<file path="config.mk">
export PLATFORM = sky130hd
export DESIGN_NAME = mem_access_stage
export DESIGN_NICKNAME = d
export VERILOG_FILES = /design/src/rtl/mem_access_stage.sv
export SDC_FILE = /design/constraint.sdc
export NUM_CORES = 1
export LEC_CHECK = 0
export BUFFER_PORTS_ARGS = -buffer_cell sky130_fd_sc_hd__buf_2
export CORE_ASPECT_RATIO = 0.8
export CORE_MARGIN = 8
export CORE_UTILIZATION = 43
export CTS_BUF_LIST = sky130_fd_sc_hd__clkbuf_2
export DETAILED_ROUTE_END_ITERATION = 7
export MAX_ROUTING_LAYER = met4
export PLACE_DENSITY_LB_ADDON = 0.2
export SLEW_MARGIN = 20
export SYNTH_ARGS = -nofsm -noshare
export SYNTH_HDL_FRONTEND = slang
export SYNTH_SLANG_ARGS = --single-unit
</file>
<file path="constraint.sdc">
create_clock -name clk -period 2.9 [get_ports clk]
set_input_delay 0.29 -clock clk [delete_from_list [all_inputs] [get_ports clk]]
set_output_delay 0.29 -clock clk [all_outputs]
set_load 0.1 [all_outputs]
</file>
<file path="src/rtl/mem_access_stage.sv">
// rtl/mem_access_stage.sv - MEM stage load/store unit with data-memory handshake, lane steering and fault detection
module mem_access_stage #(
    parameter int WAIT_LIMIT = 255,
    parameter int CNT_W      = 8
) (
    input  logic        clk,
    input  logic        rst,
    input  logic        mem_read_mem,
    input  logic        mem_write_mem,
    input  logic [2:0]  instr_funct3_mem,
    input  logic [31:0] alu_result_mem,
    input  logic [31:0] rs2_data_mem,
    input  logic        stall_ext,
    output logic        dmem_req_valid,
    input  logic        dmem_req_ready,
    output logic        dmem_we,
    output logic [31:0] dmem_addr,
    output logic [31:0] dmem_wdata,
    output logic [3:0]  dmem_wstrb,
    input  logic        dmem_resp_valid,
    input  logic [31:0] dmem_rdata,
    output logic [31:0] load_data_mem,
    output logic        stall_req,
    output logic        mem_fault,
    output logic        mem_fault_store
);

    typedef enum logic [1:0] {
        ST_ISSUE,
        ST_RESP,
        ST_DONE
    } state_t;

    // Last count value at which a still-pending access gets aborted.
    localparam logic [CNT_W-1:0] LIMIT_M1 = (WAIT_LIMIT > 0) ? CNT_W'(WAIT_LIMIT - 1) : '0;

    state_t           state;
    logic [CNT_W-1:0] wait_cnt;

    logic        op;
    logic        funct3_ok;
    logic        aligned;
    logic        legal;
    logic        req_fire;
    logic        timeout_hit;
    logic [3:0]  strb_raw;
    logic [7:0]  ld_byte;
    logic [15:0] ld_half;
    logic [31:0] load_ext;

    // Decode legality of the access held in EX/MEM.
    always_comb begin
        op = mem_read_mem | mem_write_mem;
        case (instr_funct3_mem)
            3'b000, 3'b001, 3'b010: funct3_ok = 1'b1;
            3'b100, 3'b101:         funct3_ok = mem_read_mem;
            default:                funct3_ok = 1'b0;
        endcase
        case (instr_funct3_mem[1:0])
            2'b01:   aligned = ~alu_result_mem[0];
            2'b10:   aligned = (alu_result_mem[1:0] == 2'b00);
            default: aligned = 1'b1;
        endcase
        // Exactly one of read/write implies op is set.
        legal       = (mem_read_mem ^ mem_write_mem) & funct3_ok & aligned;
        req_fire    = dmem_req_valid & dmem_req_ready;
        timeout_hit = (WAIT_LIMIT != 0) && (wait_cnt == LIMIT_M1);
    end

    // Request channel and hazard signalling follow the current state directly.
    always_comb begin
        dmem_req_valid = (state == ST_ISSUE) & legal;
        stall_req      = op & (state != ST_DONE);
        dmem_we        = mem_write_mem;
        dmem_addr      = {alu_result_mem[31:2], 2'b00};
    end

    // Store data replication and byte-lane enables.
    always_comb begin
        case (instr_funct3_mem[1:0])
            2'b00: begin
                dmem_wdata = {4{rs2_data_mem[7:0]}};
                strb_raw   = 4'b0001 << alu_result_mem[1:0];
            end
            2'b01: begin
                dmem_wdata = {2{rs2_data_mem[15:0]}};
                strb_raw   = alu_result_mem[1] ? 4'b1100 : 4'b0011;
            end
            default: begin
                dmem_wdata = rs2_data_mem;
                strb_raw   = 4'b1111;
            end
        endcase
        dmem_wstrb = mem_write_mem ? strb_raw : 4'b0000;
    end

    // Select the addressed byte/half of the read word and extend it.
    always_comb begin
        case (alu_result_mem[1:0])
            2'b00:   ld_byte = dmem_rdata[7:0];
            2'b01:   ld_byte = dmem_rdata[15:8];
            2'b10:   ld_byte = dmem_rdata[23:16];
            default: ld_byte = dmem_rdata[31:24];
        endcase
        ld_half = alu_result_mem[1] ? dmem_rdata[31:16] : dmem_rdata[15:0];
        case (instr_funct3_mem)
            3'b000:  load_ext = {{24{ld_byte[7]}}, ld_byte};
            3'b001:  load_ext = {{16{ld_half[15]}}, ld_half};
            3'b010:  load_ext = dmem_rdata;
            3'b100:  load_ext = {24'h000000, ld_byte};
            3'b101:  load_ext = {16'h0000, ld_half};
            default: load_ext = 32'h0000_0000;
        endcase
    end

    // Access sequencer: issue, wait for read data, then hold until the pipeline advances.
    always_ff @(posedge clk) begin
        if (rst) begin
            state           <= ST_ISSUE;
            wait_cnt        <= '0;
            load_data_mem   <= 32'h0000_0000;
            mem_fault       <= 1'b0;
            mem_fault_store <= 1'b0;
        end else begin
            mem_fault       <= 1'b0;
            mem_fault_store <= 1'b0;
            case (state)
                ST_ISSUE: begin
                    if (op && !legal) begin
                        state           <= ST_DONE;
                        wait_cnt        <= '0;
                        mem_fault       <= 1'b1;
                        mem_fault_store <= mem_write_mem;
                        load_data_mem   <= 32'h0000_0000;
                    end else if (dmem_req_valid) begin
                        if (req_fire) begin
                            state    <= mem_write_mem ? ST_DONE : ST_RESP;
                            wait_cnt <= '0;
                        end else if (timeout_hit) begin
                            state           <= ST_DONE;
                            wait_cnt        <= '0;
                            mem_fault       <= 1'b1;
                            mem_fault_store <= mem_write_mem;
                            load_data_mem   <= 32'h0000_0000;
                        end else begin
                            wait_cnt <= wait_cnt + 1'b1;
                        end
                    end else begin
                        wait_cnt <= '0;
                    end
                end
                ST_RESP: begin
                    if (dmem_resp_valid) begin
                        state         <= ST_DONE;
                        wait_cnt      <= '0;
                        load_data_mem <= load_ext;
                    end else if (timeout_hit) begin
                        state           <= ST_DONE;
                        wait_cnt        <= '0;
                        mem_fault       <= 1'b1;
                        mem_fault_store <= mem_write_mem;
                        load_data_mem   <= 32'h0000_0000;
                    end else begin
                        wait_cnt <= wait_cnt + 1'b1;
                    end
                end
                ST_DONE: begin
                    wait_cnt <= '0;
                    if (!stall_ext) begin
                        state <= ST_ISSUE;
                    end
                end
                default: begin
                    state    <= ST_ISSUE;
                    wait_cnt <= '0;
                end
            endcase
        end
    end

endmodule

</file>
Word level (Yosys, flattened, before mapping)
Cells that the tools add are included.
- register bits: 44
- output and inout port bits: 105
- word-level logic and storage cells: 82
- $add $sub $neg: 1
- eq/ne operators: 15
- shift operators: 1
- mux-type cells: 41
- bitwise logic cells: 8
- reduce and logical (&&, ||, !) cells: 11
- operators by type and width (operator ; count):
    $mux W32 ; 5
    $pmux W32 S5 ; 1
    $pmux W32 S2 ; 2
    $mux W8 ; 5
    $pmux W8 S3 ; 1
    $mux W16 ; 1
    $pmux W8 S2 ; 1
    $mux W2 ; 7
    $mux W1 ; 10
    $add A8 B1 Y8 const B ; 1
    $eq A8 B8 Y1 const B ; 1
    $mux W4 ; 2
    $pmux W1 S2 ; 4
    $pmux W4 S2 ; 1
    $eq A2 B1 Y1 const B ; 3
    $eq A2 B2 Y1 const B ; 3
    $eq A3 B3 Y1 const B ; 2
    $logic_not A2 Y1 ; 3
    $ne A3 B2 Y1 const B ; 2
    $pmux W2 S3 ; 1
    $and A1 B1 Y1 ; 5
    $ne A2 B2 Y1 const B ; 2
    $shl A1 B2 Y4 const A ; 1
    $eq A3 B1 Y1 const B ; 1
    other kinds (12) ; 12

Longest topological paths before layout
- depth in word-level cells: 11
- depth in mapped cells: 10
- mapped depth without buffers: 7

Worst setup path after synthesis
Ideal clock, no wire load.
- kind: input -> output
- from: input port instr_funct3_mem[1]
- to: output port dmem_req_valid
- arrival: 3.367 ns
- required time: 2.610 ns
- setup slack: -0.757 ns
- stages on the path: 7
- buffers on the path: 1
- path through: clkbuf_1 > inv_1 > ha_1 > inv_1 > a21o_1 > a21o_1 > nor3_1
- cells in the longest elaborated chain, start to end: 6
- elaborated cells between the ends (all ways): 14
- those cells by class: eq/ne: 6; mux: 2; bitwise: 3; reduce/logical: 3
- RTL lines (what ; RTL line ; text):
    from (decl) ; 10 ; input logic [2:0] instr_funct3_mem,
    $eq A3 B2 Y1 (tied with other cells) ; 54 ; case (instr_funct3_mem)
    $reduce_or A3 Y1 / $reduce_or A2 Y1 (equally long branches) ; 54 ;
    $pmux W1 S2 ; 54 ;
    $and A1 B1 Y1 ; 65 ; legal = (mem_read_mem ^ mem_write_mem) & funct3_ok & aligned;
    $and A1 B1 Y1 * ; 65 ;
    $and A1 B1 Y1 * ; 72 ; dmem_req_valid = (state == ST_ISSUE) & legal;
    to (decl) ; 14 ; output logic dmem_req_valid,
Every way passes the cells marked *; elsewhere a longest branch is shown, timed or not.

Worst setup path after layout
Same ends and word-level chain as after synthesis.

==> run metrics <==
CTS Sinks=44; clock skew=0.0194 ns; fin crit share=0.797; Via Count=2,926; Final min period=2.31 ns; Critical path origin=instr_funct3_mem[1]; setup bufs post-CTS=0; area added between synthesis and finish=24.4%; largest net degree at the start of global routing=33; most instantiated cells after synthesis=dfxtp_1, buf_4, o2bb2ai_1; Final setup viols=0; die width=109 microns; crit-path cells=buf_2 -> inv_1 -> ha_1 -> or4_4 -> o211ai_2 -> a21o_1 -> nor3_2 -> buf_12; HPWL Detailed=7910 microns; clk root buf=clkbuf_2; Skew-Pair Late Insertion Delay=0.41 ns; most common cell in the synthesized netlist=dfxtp_1; Via density=5.76; Fin. Hold Viols=0; critical path arrival=2.02 ns; full die area=0.00990 sq mm; CP endpoint kind=output pin; cell area after synthesis=0.00299 sq mm; Initial DRC Count=197; Unique masters post-synth=48; Least-Margin Pin Slew=1.16 ns; Main synth FF type=dfxtp_1; Cells after Synth=322; Initial Utilization=0.439; crit-path max FO=10; cts repair resizes=0; Worst Hold Depth=3; critical path required time=2.61 ns; max-cap viol count=0; CP Class=input pin to output pin; Power Total=1640 uW; nets@finish=533; CTS tree=done; Synth top area share=0.294; initial antenna violation count=0; Buffers on Ports=148; Async SR Flop Fraction=0; filler-free cell count of the finished design=508; status=complete, no violations; TNS Setup=0 ns; Mean Syn Cell Area=9.29 sq um; RR Startpoint=wait_cnt[0]; first-pass GRT wire length=15,400 microns; Lkg Pwr=0.00165 uW; DRC=0; number of global-route vias before repair=2,854; critical path's slowest cell=or4_4; CTS clock-pin slew for the worst setup and hold paths=0.21 ns; I/O pins=211; Pre-antenna DRT Iters=6; worst setup slack after placement=0.363 ns; gr ovfl total=0; Wirelength per Cell=19.8 microns; Die Y=90.6 microns; PD cells=439 mW/mm^2; post-synthesis register bit count=44; GP Congestion=0.952; worst hold slack=0.163 ns; GR Util All Layers=0.198; post-route ant nets=0; RSZ-0062 raised after global routing=no; Critical Path Max Stage Delay=0.48 ns; Slew headroom=0.226; placed cell count=501; Hold Crit Class=input pin to flip-flop; Peak supply drop=0.178 mV; # diodes=0; max-slew violations=0; clk buf depth=2; CTS H-tree depth=2; R2R depth=8; Hold-fix buffers, CTS=0; cts bufs inserted=5; layout cells sized above 1=0.466; Post-synth EDFFs=0; post-synth top area cell=dfxtp_1; Post-Route WL=10,000 microns; HP Start=mem_write_mem; largest cells by area after synthesis=dfxtp_1, buf_4, o2bb2ai_1; sequential share of the synthesized area=0.294; final worst slack=0.587 ns; Rows=27; Ys Warns=0; Core Region=0.00682 sq mm; Max Fclk=0.432 GHz; CP Launch Type=input pin
cells by family after synthesis:
logic type,Yosys count,share of synthesized area
AND/OR/NAND/NOR,69,0.114
other,1,0.00125
AO/OA/AOI/OAI,106,0.299
buffers and inverters,74,0.158
adder cells (fa/ha/maj),6,0.0251
XOR/XNOR,5,0.0146
multiplexers,17,0.0941
flip-flops,44,0.294
through the flow:
stage               utilization  instance area [sq um]
global route              0.545                   3720
detailed placement        0.540                   3680
CTS                       0.545                   3720
finish                    0.545                   3720
global placement          0.540                   3680
floorplan                     -                   3010
sequential cells by signal (all words and copies together) (netlist names):
| register | flops |
|---|---|
| wait_cnt | 8 |
| mem_fault | 1 |
| load_data_mem | 32 |
| mem_fault_store | 1 |
| state | 2 |
placed cells by master (no fill, tap or decap), types with 3 or more instances in the layout:
cell type  count
buf_2        134
dfxtp_1       44
o2bb2ai_1     26
nand2_1       24
a21oi_1       24
buf_12        14
inv_1         11
nor2_1        11
a22oi_1        9
mux2_2         9
a22o_1         8
mux4_2         8
a221oi_1       8
a222oi_1       8
nor4_1         7
o2bb2ai_2      6
ha_1           6
buf_4          6
nand3_1        5
clkbuf_2       5
a21o_1         3
nor2_2         3
nand4_1        3
xor2_1         3
final timing paths:
check | endpoint | slack [ns]
hold reg to reg | load_data_mem[10] | 0.49
setup / recovery | dmem_req_valid | 0.59
hold / removal | mem_fault_store | 0.16
setup reg to reg | load_data_mem[29] | 0.82
cell type report:
| cell class | instances | area [sq um] |
|---|---|---|
| Inverter | 11 | 41.3 |
| Timing Repair Buffer | 154 | 996 |
| Multi-Input combinational cell | 205 | 1660 |
| Tap cell | 87 | 109 |
| Clock inverter | 2 | 12.5 |
| Fill cell | 635 | 3100 |
| Sequential cell | 44 | 881 |
| Clock buffer | 5 | 25.0 |
metal layers:
metal  vias to the layer above  routed length, microns  global-route usage
met2                       134                    5030               0.324
met1                      1388                    4020               0.240
met5                         -                       0                   -
met3                        24                     870              0.0392
met4                         0                     133              0.0539
li1                       1380                       -                   -
where the power goes:
| part | total (uW) | internal, uW | switching (uW) | leakage [uW] |
|---|---|---|---|---|
| sequential | 617 | 611 | 5.69 | 0.000355 |
| combinational | 757 | 213 | 543 | 0.00127 |
| clock | 262 | 53.2 | 209 | 0.0000248 |
worst max-delay path: cells and delay by family:
kind,cells,cell delay [ns]
buf+inv,3,0.49
fa+ha+maj,1,0.32
compound gates,2,0.35
simple gates,2,0.56
Note: power is estimated with default switching activity, not from simulation.
